$ cat config.mk
export PLATFORM = sky130hd
export DESIGN_NAME = mem_arbiter
export DESIGN_NICKNAME = d
export VERILOG_FILES = /design/src/rtl/mem_arbiter_pkg.sv /design/src/rtl/mem_byte_lane.sv /design/src/rtl/mem_arbiter.sv
export SDC_FILE = /design/constraint.sdc
export NUM_CORES = 1
export LEC_CHECK = 0
export BUFFER_PORTS_ARGS = -buffer_cell sky130_fd_sc_hd__buf_2
export CAP_MARGIN = 20
export CORE_MARGIN = 2
export CORE_UTILIZATION = 47
export DETAILED_ROUTE_END_ITERATION = 10
export GPL_TIMING_DRIVEN = 1
export PLACE_DENSITY = 0.8
export SETUP_SLACK_MARGIN = 0.5
export SLEW_MARGIN = 20
export SYNTH_ARGS = -nofsm -noshare
export SYNTH_HDL_FRONTEND = slang
export SYNTH_SLANG_ARGS = --single-unit
$ cat constraint.sdc
create_clock -name clk -period 2.77 [get_ports clk]
set_input_delay 0.554 -clock clk [delete_from_list [all_inputs] [get_ports clk]]
set_output_delay 0.554 -clock clk [all_outputs]
set_load 0.01 [all_outputs]
$ cat src/rtl/mem_arbiter_pkg.sv
// Shared definitions for the unified-memory arbiter: FSM state codes,
// load/store select codes and the default watchdog limit.
package mem_arbiter_pkg;

  // Arbiter FSM state encoding
  localparam logic [1:0] ST_IDLE  = 2'd0;
  localparam logic [1:0] ST_I_ACC = 2'd1;
  localparam logic [1:0] ST_D_ACC = 2'd2;
  localparam logic [1:0] ST_RESP  = 2'd3;

  // D-side access select; matches the control FSM's dmsel encoding
  localparam logic [1:0] DM_LW = 2'b00;
  localparam logic [1:0] DM_LB = 2'b01;
  localparam logic [1:0] DM_SB = 2'b10;
  localparam logic [1:0] DM_SW = 2'b11;

  // Default number of cycles to wait for mready before aborting
  localparam int TIMEOUT_DEFAULT = 15;

  // Word accesses (lw/sw) must be naturally aligned; byte accesses never fault
  function automatic logic dsel_is_word(input logic [1:0] sel);
    return (sel == DM_LW) || (sel == DM_SW);
  endfunction

  // Stores are the codes with the upper bit set
  function automatic logic dsel_is_store(input logic [1:0] sel);
    return sel[1];
  endfunction

endpackage

$ cat src/rtl/mem_byte_lane.sv
// Combinational byte-lane steering: store byte enables / write-data
// replication, and lb byte extraction with sign extension.
module mem_byte_lane
  import mem_arbiter_pkg::*;
(
  input  logic [1:0]  st_lane,
  input  logic [1:0]  st_dsel,
  input  logic [31:0] st_wdata,
  output logic [3:0]  st_be,
  output logic [31:0] st_wdata_out,
  input  logic [1:0]  ld_lane,
  input  logic [31:0] ld_rdata,
  output logic [31:0] ld_byte_sext
);

  logic [7:0] ld_byte;

  // Byte enables and write data for the access being granted
  always_comb begin
    st_be        = 4'b1111;
    st_wdata_out = 32'h0;
    case (st_dsel)
      DM_SB: begin
        // One-hot lane, little-endian (lane 0 = bits 7:0); the byte is
        // replicated so the memory can pick it up from any lane.
        st_be        = 4'b0001 << st_lane;
        st_wdata_out = {4{st_wdata[7:0]}};
      end
      DM_SW: begin
        st_be        = 4'b1111;
        st_wdata_out = st_wdata;
      end
      default: begin
        // Loads read the full word; lb picks its byte afterwards
        st_be        = 4'b1111;
        st_wdata_out = 32'h0;
      end
    endcase
  end

  // Select the addressed byte of the returned word and sign-extend it
  always_comb begin
    ld_byte = 8'h0;
    case (ld_lane)
      2'd0:    ld_byte = ld_rdata[7:0];
      2'd1:    ld_byte = ld_rdata[15:8];
      2'd2:    ld_byte = ld_rdata[23:16];
      default: ld_byte = ld_rdata[31:24];
    endcase
    ld_byte_sext = {{24{ld_byte[7]}}, ld_byte};
  end

endmodule

$ cat src/rtl/mem_arbiter.sv
// Single-port unified memory arbiter shared by instruction fetch (I-side)
// and load/store (D-side). Alternating priority on contention, one access
// in flight, per-access timeout watchdog, one-cycle response pulse.
module mem_arbiter
  import mem_arbiter_pkg::*;
#(
  parameter int AW      = 32,
  parameter int TIMEOUT = TIMEOUT_DEFAULT
) (
  input  logic          clk,
  input  logic          rst,
  input  logic          ireq,
  input  logic [AW-1:0] iaddr,
  output logic          ivalid,
  output logic [31:0]   irdata,
  output logic          ierr,
  input  logic          dreq,
  input  logic [AW-1:0] daddr,
  input  logic [1:0]    dsel,
  input  logic [31:0]   dwdata,
  output logic          dvalid,
  output logic [31:0]   drdata,
  output logic          derr,
  output logic          mreq,
  output logic          mwe,
  output logic [AW-1:0] maddr,
  output logic [31:0]   mwdata,
  output logic [3:0]    mbe,
  input  logic [31:0]   mrdata,
  input  logic          mready
);

  localparam logic [7:0] TIMEOUT_CNT = 8'(TIMEOUT);

  logic [1:0]    state_q,  state_d;
  logic [7:0]    cnt_q,    cnt_d;
  logic          last_d_q, last_d_d;   // 1 when the D-side won the last grant
  logic          side_q,   side_d;     // side being served: 1 = D, 0 = I
  logic [1:0]    dsel_q,   dsel_d;
  logic [1:0]    lane_q,   lane_d;
  logic [AW-1:0] addr_q,   addr_d;
  logic [31:0]   mwdata_q, mwdata_d;
  logic [3:0]    mbe_q,    mbe_d;
  logic          mwe_q,    mwe_d;
  logic [31:0]   irdata_q, irdata_d;
  logic          ierr_q,   ierr_d;
  logic [31:0]   drdata_q, drdata_d;
  logic          derr_q,   derr_d;

  logic          grant_to_d;
  logic [3:0]    lane_be;
  logic [31:0]   lane_wdata;
  logic [31:0]   lb_data;
  logic [31:0]   dload_data;

  mem_byte_lane u_lane (
    .st_lane      (daddr[1:0]),
    .st_dsel      (dsel),
    .st_wdata     (dwdata),
    .st_be        (lane_be),
    .st_wdata_out (lane_wdata),
    .ld_lane      (lane_q),
    .ld_rdata     (mrdata),
    .ld_byte_sext (lb_data)
  );

  // D-side result for a completed access; stores return zero
  always_comb begin
    dload_data = 32'h0;
    case (dsel_q)
      DM_LW:   dload_data = mrdata;
      DM_LB:   dload_data = lb_data;
      default: dload_data = 32'h0;
    endcase
  end

  // Next-state: arbitration, access setup, ready/timeout handling
  always_comb begin
    state_d    = state_q;
    cnt_d      = cnt_q;
    last_d_d   = last_d_q;
    side_d     = side_q;
    dsel_d     = dsel_q;
    lane_d     = lane_q;
    addr_d     = addr_q;
    mwdata_d   = mwdata_q;
    mbe_d      = mbe_q;
    mwe_d      = mwe_q;
    irdata_d   = irdata_q;
    ierr_d     = ierr_q;
    drdata_d   = drdata_q;
    derr_d     = derr_q;
    grant_to_d = 1'b0;

    case (state_q)
      ST_IDLE: begin
        cnt_d = 8'd0;
        if (ireq || dreq) begin
          // On contention serve whichever side did not win last time
          grant_to_d = dreq && (!ireq || !last_d_q);
          last_d_d   = grant_to_d;
          side_d     = grant_to_d;
          if (grant_to_d) begin
            addr_d   = {daddr[AW-1:2], 2'b00};
            dsel_d   = dsel;
            lane_d   = daddr[1:0];
            mwe_d    = dsel_is_store(dsel);
            mbe_d    = lane_be;
            mwdata_d = lane_wdata;
            if (dsel_is_word(dsel) && (daddr[1:0] != 2'b00)) begin
              // Misaligned word access never reaches memory
              state_d  = ST_RESP;
              derr_d   = 1'b1;
              drdata_d = 32'h0;
            end else begin
              state_d = ST_D_ACC;
            end
          end else begin
            addr_d   = {iaddr[AW-1:2], 2'b00};
            dsel_d   = DM_LW;
            lane_d   = 2'b00;
            mwe_d    = 1'b0;
            mbe_d    = 4'b1111;
            mwdata_d = 32'h0;
            if (iaddr[1:0] != 2'b00) begin
              // Fetches are word reads, so they fault the same way
              state_d  = ST_RESP;
              ierr_d   = 1'b1;
              irdata_d = 32'h0;
            end else begin
              state_d = ST_I_ACC;
            end
          end
        end
      end

      ST_I_ACC, ST_D_ACC: begin
        cnt_d = cnt_q + 8'd1;
        // mready wins even on the cycle the watchdog would expire
        if (mready) begin
          state_d = ST_RESP;
          if (state_q == ST_D_ACC) begin
            drdata_d = dload_data;
            derr_d   = 1'b0;
          end else begin
            irdata_d = mrdata;
            ierr_d   = 1'b0;
          end
        end else if (cnt_d == TIMEOUT_CNT) begin
          state_d = ST_RESP;
          if (state_q == ST_D_ACC) begin
            drdata_d = 32'h0;
            derr_d   = 1'b1;
          end else begin
            irdata_d = 32'h0;
            ierr_d   = 1'b1;
          end
        end
      end

      default: begin
        // ST_RESP: single pulse cycle, then back to arbitration
        state_d = ST_IDLE;
        cnt_d   = 8'd0;
      end
    endcase
  end

  // State and datapath registers; reset drops any in-flight access
  always_ff @(posedge clk) begin
    if (rst) begin
      state_q  <= ST_IDLE;
      cnt_q    <= 8'd0;
      last_d_q <= 1'b0;
      side_q   <= 1'b0;
      dsel_q   <= DM_LW;
      lane_q   <= 2'b00;
      addr_q   <= '0;
      mwdata_q <= 32'h0;
      mbe_q    <= 4'b0000;
      mwe_q    <= 1'b0;
      irdata_q <= 32'h0;
      ierr_q   <= 1'b0;
      drdata_q <= 32'h0;
      derr_q   <= 1'b0;
    end else begin
      state_q  <= state_d;
      cnt_q    <= cnt_d;
      last_d_q <= last_d_d;
      side_q   <= side_d;
      dsel_q   <= dsel_d;
      lane_q   <= lane_d;
      addr_q   <= addr_d;
      mwdata_q <= mwdata_d;
      mbe_q    <= mbe_d;
      mwe_q    <= mwe_d;
      irdata_q <= irdata_d;
      ierr_q   <= ierr_d;
      drdata_q <= drdata_d;
      derr_q   <= derr_d;
    end
  end

  assign mreq   = (state_q == ST_I_ACC) || (state_q == ST_D_ACC);
  assign mwe    = mwe_q && (state_q == ST_D_ACC);
  assign maddr  = addr_q;
  assign mwdata = mwdata_q;
  assign mbe    = mbe_q;

  assign ivalid = (state_q == ST_RESP) && !side_q;
  assign dvalid = (state_q == ST_RESP) && side_q;
  assign irdata = irdata_q;
  assign ierr   = ierr_q;
  assign drdata = drdata_q;
  assign derr   = derr_q;

endmodule
==> impl_metrics.py <==
metrics = {
    "worst_setup_path": {
        "path_delay_family": "compound AO/OA/AOI/OAI gates",
        "path_buf_inv": 3,
        "startpoint_type": "flip-flop",
        "cp-end-kind": "flip-flop",
        "cp_slowest_cell": "dfxtp_4",
        "criticalPathCategory": "flip-flop to flip-flop",
        "path_cells": "ha_4 -> nand3_4 -> xnor2_4 -> a2111oi_4 -> a2bb2oi_4 -> buf_12 -> buf_12 -> clkbuf_16 -> a21oi_1 -> a211oi_1",
        "cp_max_fo": 13,
        "slowest_delay_ns": 0.36,
        "crit_arrival_ns": 2.59,
        "required_ns": 3.08,
        "crit_path_frequent_cell": "buf_12",
    },
    "timing": {
        "tightest_slew_ns": 0.599,
        "finClkSkew_ns": 0.0158,
        "final_max_slew_viol_count": 0,
        "timing.final.hold_violations": 0,
        "setup_tns_ns": 0,
        "finalCritPeriodShare_pct": 82.1,
        "rsz0062_at_grt": "yes",
        "setup_viol": 0,
        "fin_crit_ns": 2.27,
        "timing.fmax_mhz": 440,
        "relSlewSlack_pct": 60.0,
    },
    "placed_design": {
        "dpl.hpwl_um": 13600,
        "place_area_mm2": 0.00767,
        "io_buffers": 270,
        "dp_cells": 1071,
        "gp_congestion": 0.901,
    },
    "final_layout": {
        "layoutNonFillerInstCount": 1120,
        "nNetsFinal": 1080,
        "area_growth_syn_to_layout_pct": 40.0,
        "fin_util_pct": 68.0,
        "drive_gt1_share_pct": 39.6,
        "diodes": 0,
        "fin_area_mm2": 0.00866,
    },
    "global_route": {
        "grt_max_degree": 65,
        "globalRouteMet2Util_pct": 43.5,
        "grt_pass1_vias": 5629,
        "use_met1_pct": 32.2,
        "grt_util_all_layers_pct": 26.1,
        "grt.busiest_layer": "met2",
        "grt_pass1_wl_um": 29200,
        "antenna_found_initial": 0,
        "grt_overflow": 0,
        "use_met3_pct": 7.14,
    },
    "route": {
        "wl_per_cell_um": 18.4,
        "via_count": 6460,
        "wl_um": 20600,
        "dr.pass1.iters": 8,
        "drcViolationCount": 0,
        "drt_first_iter_violations": 662,
        "postRouteAntennaNets": 0,
        "via_per_inst": 5.77,
    },
    "cts": {
        "cts_tree": "yes",
        "cts_sinks": 147,
        "cts_max_level": 4,
        "clk_pin_slew_ns": 0.06,
        "clock_latency_ns": 0.43,
        "cts_root_buf": "clkbuf_16",
        "clockBufferDepth": 2,
        "cts_buffers": 17,
    },
    "power_and_ir_drop": {
        "p_per_area_mw_per_mm2": 984,
        "p_total_mw": 8.52,
        "cellLeakagePower_nw": 3.93,
        "ir_drop_mv": 0.566,
    },
    "yosys": {
        "synth_xor_area_share_pct": 0.850,
        "ys.warnings.count": 0,
        "seq_area_frac_synth_pct": 47.6,
        "synth_area_mm2": 0.00618,
        "post-synth-top-area-cell": "dfxtp_1",
        "ys_types": 41,
        "synth_top_area_share_pct": 47.6,
        "async_flop_share_pct": 0,
        "synth-simple-area-share_pct": 12.4,
        "yosys_most_used_dff": "dfxtp_1",
        "synthTopCellsByArea": "dfxtp_1 (48%), a21oi_1 (7.0%), a211oi_1 (6.7%), nor2_1 (5.4%), mux2i_1 (5.3%)",
        "ys_ff_latch": 147,
        "syn_inst": 669,
        "synth_edf_count": 0,
        "synth_top_family_by_area": "compound AO/OA/AOI/OAI gates",
        "synth_common_cells": "dfxtp_1 (147), nor2_1 (89), a21oi_1 (87), nand2_1 (68), a211oi_1 (55)",
        "synth.most_common_cell": "dfxtp_1",
        "muxShareOfSynthArea_pct": 8.26,
        "synth_fa_ha_area_share_pct": 1.82,
        "synth.avg_cell_area_um2": 9.24,
        "synth_compound_area_share_pct": 24.3,
    },
    "die": {
        "dieArea_mm2": 0.0141,
        "rows": 41,
        "io_pins": 273,
        "fp.dieW_um": 119,
        "die_y_um": 119,
        "start_util_pct": 48.6,
        "core_area_mm2": 0.0127,
    },
    "job": {
        "drv_cap": 0,
    },
    "worst_hold_path": {
        "hp-class": "input port to flip-flop",
    },
    "status": {
        "outcome": "completed",
    },
}
-- tightest hold or removal path: cells and delay by family --
kind / cells / cell delay (ns)
AO/OA/AOI/OAI: 1 / 0.06
AND/OR/NAND/NOR: 1 / 0.07
buffers and inverters: 1 / 0.09
-- registers in the layout (all words and copies together), names as in the netlist --
| name | flops |
|---|---|
| drdata | 32 |
| irdata | 32 |
| mwdata | 32 |
| maddr | 30 |
| cnt_q | 8 |
| mbe | 4 |
| dsel_q | 2 |
| lane_q | 2 |
| state_q | 2 |
| derr | 1 |
| ierr | 1 |
| side_q | 1 |
-- kinds of logic (layout without fill, tap and decap cells) --
group | after synthesis | after routing
compound gates | 218 | 218
simple gates | 183 | 184
flops | 147 | 147
buf+inv | 64 | 341
mux | 41 | 41
fa+ha+maj | 9 | 9
xor+xnor | 6 | 6
other cells | 1 | 2
-- stage by stage --
step	hold slack (ns)	setup slack (ns)
after global routing	0.381	0.404
after global placement	0.452	0.203
after detailed placement	0.454	0.0414
after floorplan	0.444	0.524
after CTS	0.355	0.522
final	0.378	0.496
-- layout make-up --
cell class	instances	area [µm²]
fill	1004	4070
multi-input combinational	460	3120
clock inverter	11	105
timing repair buffer	305	1780
inverter	5	18.8
sequential	147	2960
tap	172	215
clock buffer	20	457
-- layer usage --
metal  vias up  wire (µm)
met5         -          0
met3        71       2080
met4         0        684
li1       2953          -
met2       432      10100
met1      3004       7810
-- final timing paths --
| kind | startpoint | endpoint | slack (ns) | cells after the start |
|---|---|---|---|---|
| worst max-delay path | cnt_q[0] | drdata[29] | 0.50 | 10 |
| worst max register to register | cnt_q[0] | drdata[29] | 0.50 | 10 |
| worst min-delay path | dwdata[5] | mwdata[5] | 0.38 | 3 |
| worst min register to register | irdata[5] | irdata[5] | 0.47 | 1 |
-- timing repair --
action,4_1_cts,5_1_grt
resized for setup,19,23
setup endpoints to repair,66,54
setup buffers,1,10
gates cloned,0,7
pin swaps,1,15
hold buffers,0,0
-- power by group --
group | internal [mW] | total [mW] | leakage [nW] | switching [mW]
Clock | 1.28 | 2.18 | 0.265 | 0.902
Combinational | 1.47 | 3.49 | 2.46 | 2.02
Sequential | 2.58 | 2.84 | 1.21 | 0.262
Total | 5.33 | 8.52 | 3.93 | 3.19
-- placed cells by master, fill, tap and decap left out, types with 2 or more instances in the layout --
master	instances
a211oi_1	53
a211oi_2	2
a21oi_1	85
a21oi_4	2
a22o_1	32
a22oi_1	19
a311oi_1	12
and2_1	4
and3_4	2
and3b_1	2
buf_12	5
buf_2	269
buf_4	24
clkbuf_16	22
clkbuf_8	2
clkinv_2	2
clkinv_4	2
clkinvlp_4	4
conb_1	2
dfxtp_1	141
dfxtp_2	2
dfxtp_4	4
ha_1	7
inv_1	4
inv_6	2
mux2i_1	32
mux4_2	8
nand2_1	68
nand2b_1	6
nand4_1	2
nor2_1	88
nor2b_1	2
o21ai_1	2
xnor2_1	3
xor2_1	2
Note: power is estimated with default switching activity, not from simulation.
